**config.mk**
```make
export PLATFORM = sky130hd
export DESIGN_NAME = cu_sequencer
export DESIGN_NICKNAME = d
export VERILOG_FILES = /design/src/rtl/otter_pkg.sv /design/src/rtl/cu_decode.sv /design/src/rtl/cu_sequencer.sv
export SDC_FILE = /design/constraint.sdc
export NUM_CORES = 1
export LEC_CHECK = 0
export ABC_AREA = 1
export CORE_UTILIZATION = 50
export DETAILED_ROUTE_END_ITERATION = 16
export HOLD_SLACK_MARGIN = 0.12
export PLACE_DENSITY = 0.81
export SLEW_MARGIN = 5
export SYNTH_ARGS = -nofsm -noshare
export SYNTH_HDL_FRONTEND = slang
export SYNTH_SLANG_ARGS = --single-unit
```
**constraint.sdc**
```tcl
create_clock -name clk -period 2.05 [get_ports clk]
set_clock_uncertainty 0.15 [all_clocks]
set_input_delay 0.41 -clock clk [delete_from_list [all_inputs] [get_ports clk]]
set_output_delay 0.41 -clock clk [all_outputs]
set_load 0.01 [all_outputs]
```
**src/rtl/otter_pkg.sv**
```systemverilog
// Shared types and constants for the OTTER control unit.
// Latency: n/a (declarations only).
// Backpressure: n/a (declarations only).
// Contents: sequencer state enum, opcode-class enum and RV32I major opcodes.
package otter_pkg;

    typedef enum logic [2:0] {
        ST_INIT  = 3'd0,
        ST_FETCH = 3'd1,
        ST_EXEC  = 3'd2,
        ST_WB    = 3'd3,
        ST_INTR  = 3'd4
    } state_t;

    // What the sequencer needs to know about the current instruction.
    typedef enum logic [2:0] {
        CL_LOAD    = 3'd0,
        CL_STORE   = 3'd1,
        CL_ALU     = 3'd2,   // OP, OP-IMM, LUI, AUIPC, JAL, JALR
        CL_BRANCH  = 3'd3,
        CL_MRET    = 3'd4,
        CL_CSR     = 3'd5,
        CL_ILLEGAL = 3'd6
    } op_class_t;

    localparam logic [6:0] OPC_LOAD   = 7'b0000011;
    localparam logic [6:0] OPC_STORE  = 7'b0100011;
    localparam logic [6:0] OPC_OP     = 7'b0110011;
    localparam logic [6:0] OPC_OPIMM  = 7'b0010011;
    localparam logic [6:0] OPC_LUI    = 7'b0110111;
    localparam logic [6:0] OPC_AUIPC  = 7'b0010111;
    localparam logic [6:0] OPC_JAL    = 7'b1101111;
    localparam logic [6:0] OPC_JALR   = 7'b1100111;
    localparam logic [6:0] OPC_BRANCH = 7'b1100011;
    localparam logic [6:0] OPC_SYSTEM = 7'b1110011;

    // SYSTEM with funct3 = 000 is treated as MRET; anything else is a CSR op.
    localparam logic [2:0] F3_PRIV    = 3'b000;

endpackage

```
**src/rtl/cu_decode.sv**
```systemverilog
// Opcode classifier for the control-unit sequencer.
// Latency: purely combinational, zero cycles.
// Backpressure: none; output follows inputs every cycle.
// Ports: opcode/funct3 in (instruction bits [6:0], [14:12]); op_class out.
module cu_decode
    import otter_pkg::*;
(
    input  logic [6:0] opcode,
    input  logic [2:0] funct3,
    output op_class_t  op_class
);

    always_comb begin
        op_class = CL_ILLEGAL;
        case (opcode)
            OPC_LOAD:   op_class = CL_LOAD;
            OPC_STORE:  op_class = CL_STORE;
            OPC_OP,
            OPC_OPIMM,
            OPC_LUI,
            OPC_AUIPC,
            OPC_JAL,
            OPC_JALR:   op_class = CL_ALU;
            OPC_BRANCH: op_class = CL_BRANCH;
            OPC_SYSTEM: op_class = (funct3 == F3_PRIV) ? CL_MRET : CL_CSR;
            default:    op_class = CL_ILLEGAL;
        endcase
    end

endmodule

```
**src/rtl/cu_sequencer.sv**
```systemverilog
// Multi-cycle control sequencer: INIT -> FETCH -> EXEC [-> WB] [-> INTR] -> FETCH.
// Latency: non-load retires 2 cycles after FETCH entry, load 3 (with immediate readies).
// Backpressure: holds in FETCH until imem_ready, holds in WB until dmem_ready.
// Ports: clk/rst (sync, active-high); opcode, funct3, intr, mie, imem_ready,
//        dmem_ready in; rst_out, pc_write, reg_write, mem_rden1/2, mem_we2,
//        csr_we, int_taken, mret_exec, illegal strobes out; instret count out.
module cu_sequencer
    import otter_pkg::*;
#(
    parameter int INTR_EN = 1
) (
    input  logic        clk,
    input  logic        rst,
    input  logic [6:0]  opcode,
    input  logic [2:0]  funct3,
    input  logic        intr,
    input  logic        mie,
    input  logic        imem_ready,
    input  logic        dmem_ready,
    output logic        rst_out,
    output logic        pc_write,
    output logic        reg_write,
    output logic        mem_rden1,
    output logic        mem_rden2,
    output logic        mem_we2,
    output logic        csr_we,
    output logic        int_taken,
    output logic        mret_exec,
    output logic        illegal,
    output logic [31:0] instret
);

    state_t    state_q;
    state_t    state_d;
    op_class_t op_class;
    logic      take_intr;
    logic      retire;
    logic [31:0] instret_q;

    cu_decode u_decode (
        .opcode   (opcode),
        .funct3   (funct3),
        .op_class (op_class)
    );

    // intr only matters at the two instruction-exit points below.
    assign take_intr = (INTR_EN != 0) && intr && mie;

    always_ff @(posedge clk) begin
        if (rst) begin
            state_q <= ST_INIT;
        end else begin
            state_q <= state_d;
        end
    end

    always_comb begin
        state_d   = state_q;
        rst_out   = 1'b0;
        pc_write  = 1'b0;
        reg_write = 1'b0;
        mem_rden1 = 1'b0;
        mem_rden2 = 1'b0;
        mem_we2   = 1'b0;
        csr_we    = 1'b0;
        int_taken = 1'b0;
        mret_exec = 1'b0;
        illegal   = 1'b0;

        case (state_q)
            ST_INIT: begin
                rst_out = 1'b1;
                state_d = ST_FETCH;
            end
            ST_FETCH: begin
                mem_rden1 = 1'b1;
                if (imem_ready) state_d = ST_EXEC;
            end
            ST_EXEC: begin
                if (op_class == CL_LOAD) begin
                    // PC advances only once the load data is written back.
                    mem_rden2 = 1'b1;
                    state_d   = ST_WB;
                end else begin
                    pc_write = 1'b1;
                    state_d  = take_intr ? ST_INTR : ST_FETCH;
                    case (op_class)
                        CL_STORE:   mem_we2 = 1'b1;
                        CL_ALU:     reg_write = 1'b1;
                        CL_MRET:    mret_exec = 1'b1;
                        CL_CSR: begin
                            csr_we    = 1'b1;
                            reg_write = 1'b1;
                        end
                        CL_ILLEGAL: illegal = 1'b1;
                        default: ;
                    endcase
                end
            end
            ST_WB: begin
                if (dmem_ready) begin
                    reg_write = 1'b1;
                    pc_write  = 1'b1;
                    state_d   = take_intr ? ST_INTR : ST_FETCH;
                end
            end
            ST_INTR: begin
                int_taken = 1'b1;
                pc_write  = 1'b1;
                state_d   = ST_FETCH;
            end
            default: state_d = ST_INIT;
        endcase

        // While reset is held no datapath strobe may fire, whatever the state.
        if (rst) begin
            pc_write  = 1'b0;
            reg_write = 1'b0;
            mem_rden1 = 1'b0;
            mem_rden2 = 1'b0;
            mem_we2   = 1'b0;
            csr_we    = 1'b0;
            int_taken = 1'b0;
            mret_exec = 1'b0;
            illegal   = 1'b0;
        end
    end

    // The PC write of an interrupt entry is a redirect, not a retirement.
    assign retire = pc_write && ((state_q == ST_EXEC) || (state_q == ST_WB));

    always_ff @(posedge clk) begin
        if (rst) begin
            instret_q <= 32'd0;
        end else if (retire) begin
            instret_q <= instret_q + 32'd1;
        end
    end

    assign instret = instret_q;

endmodule

```
# Word-level counts from Yosys, hierarchy flattened
# Cells that the tools add are included.
[classes] n_addsub=1 eq_ne=21 mux=39 reduce_logical=10
[op_table] operator="32-bit by 1-bit adder with 32-bit output, second input constant" n=1
[op_table] operator="1-bit 2-to-1 mux" n=31
[op_table] operator="7-bit equality test, second input constant" n=4
[op_table] operator="7-bit by 6-bit equality test with 1-bit output, second input constant" n=3
[op_table] operator="3-bit case mux with 5 select lines" n=1
[op_table] operator="7-bit by 5-bit equality test with 1-bit output, second input constant" n=2
[op_table] operator="3-bit equality test, second input constant" n=4
[op_table] operator="3-bit 2-to-1 mux" n=4
[op_table] operator="3-bit case mux with 4 select lines" n=1
[op_table] operator="3-bit by 2-bit equality test with 1-bit output, second input constant" n=3
[op_table] operator="3-bit zero test" n=3
[op_table] operator="7-bit by 2-bit equality test with 1-bit output, second input constant" n=1
[op_table] operator="3-bit by 1-bit equality test with 1-bit output, second input constant" n=2
[op_table] operator="6-bit OR reduction" n=1
[op_table] operator="2-bit != test, second input constant" n=2
[op_table] operator="2-bit OR reduction" n=2
[op_table] operator="1-bit case mux with 3 select lines" n=1
[op_table] operator="1-bit logical AND" n=2
[op_table] operator="1-bit case mux with 2 select lines" n=1
[op_table] operator="2-bit AND reduction" n=1
[op_table] operator="1-bit logical OR" n=1
[totals] reg_bits=35 output_inout_bits=42

# Depth between registers and ports, before layout
[depth] depth_word=9 ltp_mapped=11

# By module
# A second synthesis with hierarchy kept.
[hier_totals] hier_cells=376 hier_area_um2=2343.5
[modules_own_cells] mod="cu_sequencer" instances=1 cells_each=348 area_per_inst_um2=2194.6
[modules_own_cells] mod="cu_decode" instances=1 cells_each=28 area_per_inst_um2=148.9

# Worst setup path after synthesis
# Ideal clock, no wire load.
[synth_path] path_kind="register to register" startpoint="register instret_q[0], in the netlist instret[0]" endpoint="register instret_q[16], in the netlist instret[16]" setup_ns=0.070 arrival_ns=1.579 t_required_ns=1.830 path_slack_ns=0.250 stages_incl_launch_ff=9 n_path_buf=0 synth_period_minus_slack_ns=1.800 path_cell_list="dfxtp_1 > ha_1 > inv_1 > nor2_1 > nand2_1 > nor2_1 > xor2_1 > nand2_1 > a21oi_1"
[synth_via] elab_chain_cells=1
[synth_lines] item="start: declaration" line="cu_sequencer.sv:38" rtl="logic [31:0] instret_q;"
[synth_lines] item="start signal: assignment" line="cu_sequencer.sv:136" rtl="instret_q <= instret_q + 32'd1;"
[synth_lines] item="32-bit by 1-bit adder with 32-bit output" line="cu_sequencer.sv:136"
# Every way passes these cells.
# A chain may end at the register's enable or synchronous reset.

# Final worst setup path
[layout_path] startpoint="input opcode[5]" endpoint="output reg_write"
[layout_via] elab_chain_cells=9 elab_cells_between_ends=20 cone_classes="eq/ne (12); mux (5); reduce/logical (3)"
[layout_lines] item="start: declaration" line="cu_sequencer.sv:14" rtl="input logic [6:0] opcode,"
[layout_lines] item="7-bit by 6-bit equality test with 1-bit output, or another cell as far along" line="cu_decode.sv:15" rtl="case (opcode)"
[layout_lines] item="6-bit OR reduction" line="cu_decode.sv:15"
[layout_lines] item="3-bit case mux with 5 select lines *" line="cu_decode.sv:15"
[layout_lines] item="3-bit equality test / 3-bit by 2-bit equality test with 1-bit output (equally long branches)" line="cu_sequencer.sv:87" rtl="case (op_class)"
[layout_lines] item="2-bit OR reduction (no source line)"
[layout_lines] item="1-bit 2-to-1 mux" line="cu_sequencer.sv:87"
[layout_lines] item="1-bit 2-to-1 mux *" line="cu_sequencer.sv:80" rtl="if (op_class == CL_LOAD) begin"
[layout_lines] item="1-bit case mux with 2 select lines *" line="cu_sequencer.sv:70" rtl="case (state_q)"
[layout_lines] item="1-bit 2-to-1 mux *" line="cu_sequencer.sv:116" rtl="if (rst) begin"
[layout_lines] item="end: declaration" line="cu_sequencer.sv:22" rtl="output logic reg_write,"
# Every way passes the cells marked *; elsewhere a longest branch is shown, timed or not.

==> qor.txt <==
Synth Register Bits = 35
vias per inst = 5.19
worst hold path class = in2reg
Worst Hold End = state_q[1]$_SDFFE_PP0P_
DIE HEIGHT = 71.3 µm
Syn. warnings = 0
Area Overhead vs Synth = 41.3%
Worst-Skew Late Latency = 0.29 ns
gr ovfl total = 0
Period minus WS final = 2.03 ns
final hold violation count = 0
Port Buffers = 57
most frequent cells in the layout = nand2_1 (182), nor2_1 (58), buf_4 (39)
Top delay family on crit path = simple AND/OR/NAND/NOR gates
I/O pin total = 58
Pleak = 1.36 nW
CP peak stage delay = 0.14 ns
crit path DAT = 1.47 ns
Final nets = 525
Setup CP Type = in2out
Final ANT Viol Nets = 0
Max VDD drop = 0.391 mV
std cell rows = 24
multi-input logic area = 0.00160 mm²
RSZ-0062 raised after global routing = yes
Worst setup SP type = primary input
Placed Cells = 542
r2r startpoint = instret[1]$_SDFFE_PP0P_
Post-CTS Hold Buffers = 0
global-route wire length before repair = 12,200 µm
failing checks = design-rule violations
Reg2Reg Setup Slack = 0.20 ns
Critical Path RT = 1.49 ns
Max Cap Viol = 0
CTS tree = done
post-synthesis cell type count = 25
vias in the first global route = 2,724
proportion of synthesized chip area in sequential cells = 29.2%
Max FO, Critical Path = 4
Setup crit end kind = output port
CP Cell Sequence = clkbuf_2 -> inv_1 -> nor2_2 -> nand3_1 -> nand3_2 -> nand2_2 -> nand2_1 -> nand3_1 -> a21oi_1 -> buf_2
R2R cell count = 8
period utilisation layout = 98.8%
H-Tree Depth = 2
# diodes = 0
Final setup viols = 0
min-delay src = dmem_ready
clock root cell = clkbuf_8
critical path's slowest cell = buf_2
Starting Density = 53.7%
run status = finished with violations
die area = 0.00508 mm²
WL/cell = 13.2 µm
fillers = 373
Sink Count = 35
Max Slew Vio Count = 0
reg2reg end = instret[12]$_SDFFE_PP0P_
clock-pin transition on the worst setup and hold timing paths = 0.08 ns
DP Area = 0.00319 mm²
Syn Area/Cell = 5.80 µm²
share of layout cells above drive strength 1 = 18.5%
Clock Tree Buf Depth = 2
vias post-DR = 2,912
Synth Net Count = 431
CTS Buf Count = 5
mapped cell area = 0.00240 mm²
max frequency = 0.494 GHz
Crit path top cell by count = nand3_1
Final HPWL DP = 5530 µm
WL final = 7380 µm
post-synthesis instance total = 414
Total Power = 1.56 mW
1st-iter DRT viols = 205
initial antenna violation count = 0
register area = 709 µm²
commonest non-fill, non-tap cell in the layout = nand2_1
DRC viols = 3
fin cells = 561
Cell Pwr Density = 459 mW/mm²
WHS Path Cells = 3
Worst slew margin = 75.2%
Detailed Routing Iterations Pass 1 = 10
Die X = 71.3 µm
GPL Wtd Cong = 0.951
worst-margin pin slew = 0.371 ns
Core Footprint = 0.00447 mm²
cell area after layout = 0.00339 mm²
total track usage = 30.0%
largest net degree at the start of global routing = 23
crit path buf inv count = 3
==> cells by family (layout without fill, tap and decap cells) <==
group | after synthesis | count (layout) | synth area share, %
AND/OR/NAND/NOR | 289 | 289 | 49.9
XOR/XNOR | 15 | 15 | 5.47
adder cells (fa/ha/maj) | 1 | 1 | 0.521
AO/OA/AOI/OAI | 39 | 39 | 8.29
buffers and inverters | 35 | 130 | 6.62
flip-flops | 35 | 35 | 29.2
==> layer usage <==
layer	GRT usage (%)	wire length, µm	up-vias
met5	0	0	-
met4	8.22	141	0
met3	4.64	460	15
met2	53.2	3580	103
met1	37.7	3200	1307
li1	-	-	1487
==> synth_stat cells, drive strengths merged <==
master | number | area share [%]
nand2 | 188 | 29
nor2 | 66 | 11
a21oi | 35 | 7.3
dfxtp | 35 | 29
inv | 24 | 3.8
nand3b | 15 | 4.7
nand3 | 12 | 2.7
xor2 | 11 | 4.0
buf | 6 | 2.0
clkbuf | 4 | 0.63
nand4 | 4 | 1.0
xnor2 | 4 | 1.5
nor3 | 3 | 1.1
o21ai | 2 | 0.42
a31oi | 1 | 0.26
clkinv | 1 | 0.21
ha | 1 | 0.52
o211ai | 1 | 0.31
or2 | 1 | 0.26
==> worst reg2reg max path, cell delays in order, from the launching register on <==
cell and delay (ns):
dfxtp_1 0.38, ha_1 0.19, inv_1 0.07, nor2_2 0.23
inv_1 0.07, nor2_1 0.32, xor2_1 0.18, nand2_1 0.07
a21oi_1 0.13
==> registers in the layout (all words and copies together), names as in the netlist <==
| signal | cells |
|---|---|
| instret | 32 |
| state_q | 3 |
==> where the power goes <==
| group | total [mW] | internal, mW | switching, mW | leakage [nW] |
|---|---|---|---|---|
| logic | 0.219 | 0.105 | 0.114 | 1.02 |
| clock network | 0.639 | 0.362 | 0.276 | 0.0581 |
| registers | 0.699 | 0.688 | 0.0106 | 0.284 |
==> worst max-delay path by stage <==
stage	to	cells after the start	slack, ns	startpoint
after CTS	reg_write	11	-0.08	opcode[2]
after detailed placement	reg_write	11	-0.73	opcode[6]
after global routing	reg_write	10	-0.05	opcode[5]
final	reg_write	10	0.02	opcode[5]
after global placement	reg_write	11	-0.70	opcode[6]
after floorplan	instret[16]$_SDFFE_PP0P_	8	0.25	instret[0]$_SDFFE_PP0P_
==> cell type report <==
type	instances	area share [%]
multi-input cells	344	47.1
repair buffers	97	24.0
flip-flops and latches	35	20.9
inverters	25	2.80
clock buffers	5	2.03
well taps	52	1.92
clock inverters	3	1.29
==> metrics by stage <==
| step | TNS, ns | setup slack (ns) | hold WS [ns] | utilization, % |
|---|---|---|---|---|
| after CTS | -0.116 | -0.0814 | 0.357 | 74.7 |
| after floorplan | 0 | 0.250 | 0.357 | - |
| after global routing | -0.0504 | -0.0491 | 0.356 | 75.8 |
| after global placement | -13.80 | -0.696 | 0.335 | 71.3 |
| final | 0 | 0.0250 | 0.320 | 75.8 |
| after detailed placement | -14.69 | -0.725 | 0.346 | 71.3 |
==> repair_timing <==
action	CTS	global route
gates resized for setup	59	26
cloned	0	0
buffers inserted	5	6
pin swaps	20	12
endpoints found under the setup margin	34	8
Power figures use the tool's default switching activity.
==> RTL edit 1 (config.mk and constraints unchanged) <==
Change the parameter `INTR_EN` from 1 to 0.
--- a/src/rtl/cu_sequencer.sv
+++ b/src/rtl/cu_sequencer.sv
@@ -9,3 +9,3 @@
 #(
-    parameter int INTR_EN = 1
+    parameter int INTR_EN = 0
 ) (
Check against the original RTL: not equivalent (a bounded check fails within 4 cycles, from zero or initial values and one cycle with rst high).
==> RTL edit 1 against the original RTL <==
  * The run ends with negative setup slack left
  * Synthesized area up 3.6%
  * Sequential power decreased by 3.9%
  * Worst hold slack better by 0.040 ns
  * Setup slack lost 0.073 ns
  * First-iteration DRC count fell by 2.9%
  * Total power shrank 14%
  * Wire length decreased by 2.0%
  * Final area is 2.0% lower
  * Sequential cell count is 1 lower
  * Synthesized cell count rose by 0.72%
==> RTL edit 1: results (changes against the original RTL) <==
Via-to-Cell Ratio -> 5.179 (was 5.191)
layout cells sized above 1 -> 20.12% (was 18.47%)
Worst EP arrival -> 1.54 ns (was 1.47 ns)
number of global-route vias before repair -> 2590 (was 2724)
maximum VDD drop -> 0.3249 mV (was 0.3914 mV)
CP Launch Point -> opcode[0] (was opcode[5])
number of I/O port buffers -> 54 (was 57)
final setup vio count -> 1 (was 0)
failing checks -> negative setup slack (was design-rule violations)
most common library cells after synthesis -> nand2_1 (164), nor2_1 (60), dfxtp_1 (34) (was nand2_1 (188), nor2_1 (64), a21oi_1 (35), dfxtp_1 (35), inv_1 (21))
final setup margin -> -0.04778 ns (was 0.02499 ns)
Setup TNS -> -0.04778 ns (was 0 ns)
largest stage delay on the critical path -> 0.20 ns (was 0.14 ns)
drt first pass iters -> 5 (was 10)
layout net count -> 508 (was 525)
Hold EP -> instret[31] (was state_q[1])
Mapped Cells -> 417 (was 414)
first-pass GRT wire length -> 11.25 mm (was 12.23 mm)
Reg2Reg Depth -> 9 (was 8)
final hold slack -> 0.3599 ns (was 0.3204 ns)
combinational power -> 0.152 mW (was 0.219 mW)
register area share after synthesis -> 27.35% (was 29.18%)
M2 GR Usage -> 47.87% (was 53.23%)
status -> finished with violations (unchanged)
post-CTS setup buffers -> 6 (was 5)
largest net degree at the start of global routing -> 34 (was 23)
Seq pwr share -> 50.0% (was 44.9%)
DP HPWL -> 4.975 mm (was 5.528 mm)
1st-iter DRT viols -> 199 (was 205)
Worst Hold Depth -> 2 (was 3)
Yosys cell types -> 32 (was 25)
top cells by area, synth -> dfxtp_1 (27%), nand2_1 (25%), nor2_1 (9.0%) (was nand2_1 (29%), dfxtp_1 (29%), nor2_1 (10%))
reg-to-reg endpoint -> instret[28] (was instret[12])
via count -> 2895 (was 2912)
met1 usage -> 33.87% (was 37.73%)
Slowest cell on crit path -> clkdlybuf4s15_1 (was buf_2)
Met2 Routed Length -> 3.499 mm (was 3.584 mm)
NetSw -> 0.3474 mW (was 0.4008 mW)
wire per inst -> 12.94 um (was 13.16 um)
Syn Nets -> 434 (was 431)
GRT Util Overall -> 27.35% (was 30.00%)
-- RTL edit 1: cell types whose count changed after synthesis, moves of 10 or more --
| cell | delta |
|---|---|
| nand2_1 | -24 |
| inv_1 | +12 |
| nand2_2 | +10 |
| nand3b_1 | -15 |
| nand3_1 | +16 |
| a21oi_1 | -13 |
-- RTL edit 1: kinds of logic (layout without fill, tap and decap cells) --
logic type	after synthesis	count (layout)	share of synthesized area, %
simple gates	283	283	48.62
buf+inv	48	123	9.502
compound gates	37	37	9.302
flops	34	34	27.35
xor+xnor	13	13	4.575
fa+ha+maj	1	1	0.5027
other cells	1	1	0.1507
-- RTL edit 1: layout make-up --
class | instances | area [um2]
clock buffer | 7 | 86.33
clock inverter | 1 | 5.005
fill | 443 | 1429
inverter | 36 | 135.1
multi-input combinational | 335 | 1660
sequential | 34 | 681.9
tap | 67 | 83.83
timing repair buffer | 79 | 673.1
==> RTL edit 2 (config.mk and constraints unchanged) <==
Without the edit above. Re-encode `state_t` (5 states) as one-hot, 5 bits wide.
--- a/src/rtl/otter_pkg.sv
+++ b/src/rtl/otter_pkg.sv
@@ -6,8 +6,8 @@
 
-    typedef enum logic [2:0] {
-        ST_INIT  = 3'd0,
-        ST_FETCH = 3'd1,
-        ST_EXEC  = 3'd2,
-        ST_WB    = 3'd3,
-        ST_INTR  = 3'd4
+    typedef enum logic [4:0] {
+        ST_INIT  = 5'b00001,
+        ST_FETCH = 5'b00010,
+        ST_EXEC  = 5'b00100,
+        ST_WB    = 5'b01000,
+        ST_INTR  = 5'b10000
     } state_t;
Check against the original RTL: no difference found for any inputs over 10 cycles, from zero or initial values and one cycle with rst high; not proved beyond that.
==> RTL edit 2 against the original RTL <==
  * The flow finishes with violations (negative setup slack)
  * Synthesized area up 15%
  * Total power grew 5.2%
  * Setup slack lost 0.050 ns
  * Sequential cell count up 2
  * Wire length grew 17%
  * Utilization fell by 0.81 points
  * Final area rose by 15%
  * Sequential share of layout area down 1.7 points
  * Critical path type is now reg2out
  * Critical endpoint unchanged
==> RTL edit 2: results (changes against the original RTL) <==
status -> finished with violations (unchanged)
failing checks -> negative setup slack (was design-rule violations)
layout cells sized above 1 -> 24.35% (was 18.47%)
hold path start -> instret[31] (was dmem_ready)
number of global-route vias before repair -> 3153 (was 2724)
Signal buffers -> 101 (was 97)
Reg2Reg Depth -> 12 (was 8)
final setup vio count -> 2 (was 0)
multi-input combinational area share -> 48.45% (was 47.05%)
largest stage delay on the critical path -> 0.34 ns (was 0.14 ns)
Setup TNS -> -0.02756 ns (was 0 ns)
GRT Util Overall -> 29.27% (was 30.00%)
1st-iter DRT viols -> 299 (was 205)
final setup margin -> -0.02496 ns (was 0.02499 ns)
Worst EP arrival -> 1.51 ns (was 1.47 ns)
Setup WS pre-CTS -> -0.8400 ns (was -0.7252 ns)
Die Area -> 5803 um2 (was 5083 um2)
Slew headroom -> 77.66% (was 75.19%)
drt first pass iters -> 5 (was 10)
post-synthesis adder-cell area fraction -> 0.4548% (was 0.5211%)
Fill cells -> 436 (was 373)
maximum VDD drop -> 0.3106 mV (was 0.3914 mV)
wire per inst -> 13.33 um (was 13.16 um)
Lkg Pwr -> 1.498 nW (was 1.357 nW)
Mapped Cells -> 481 (was 414)
first-pass GRT wire length -> 13.72 mm (was 12.23 mm)
Worst Hold Depth -> 2 (was 3)
r2r startpoint -> state_q[2] (was instret[1])
[RTL edit 2: cell count changes after synthesis, moves of 3 or more]
cell,unedited run,this run
inv_2,3,6
nand3_1,11,43
nor2_2,1,9
buf_6,3,0
a21oi_2,0,8
nand2_2,0,9
xor2_1,11,4
o21ai_0,2,8
nor2_1,64,68
inv_1,21,40
buf_4,0,4
nand3b_1,15,0
a21oi_1,35,26
[RTL edit 2: kinds of logic after synthesis]
logic type | count (synthesis)
XOR/XNOR | 7
adder cells (fa/ha/maj) | 1
AO/OA/AOI/OAI | 44
flip-flops | 37
buffers and inverters | 57
AND/OR/NAND/NOR | 335
[RTL edit 2: routing by layer]
metal	GRT usage, %	vias to the layer above
li1	-	1695
met1	36.40	1562
met2	49.00	161
met3	4.431	29
met4	15.00	0
met5	0	-
[RTL edit 2: timing repair]
item	4_1_cts	5_1_grt
pin swaps	17	13
setup endpoints to repair	10	10
hold endpoints to repair	0	0
resized for setup	79	32
hold buffers	0	0
setup buffers	5	3
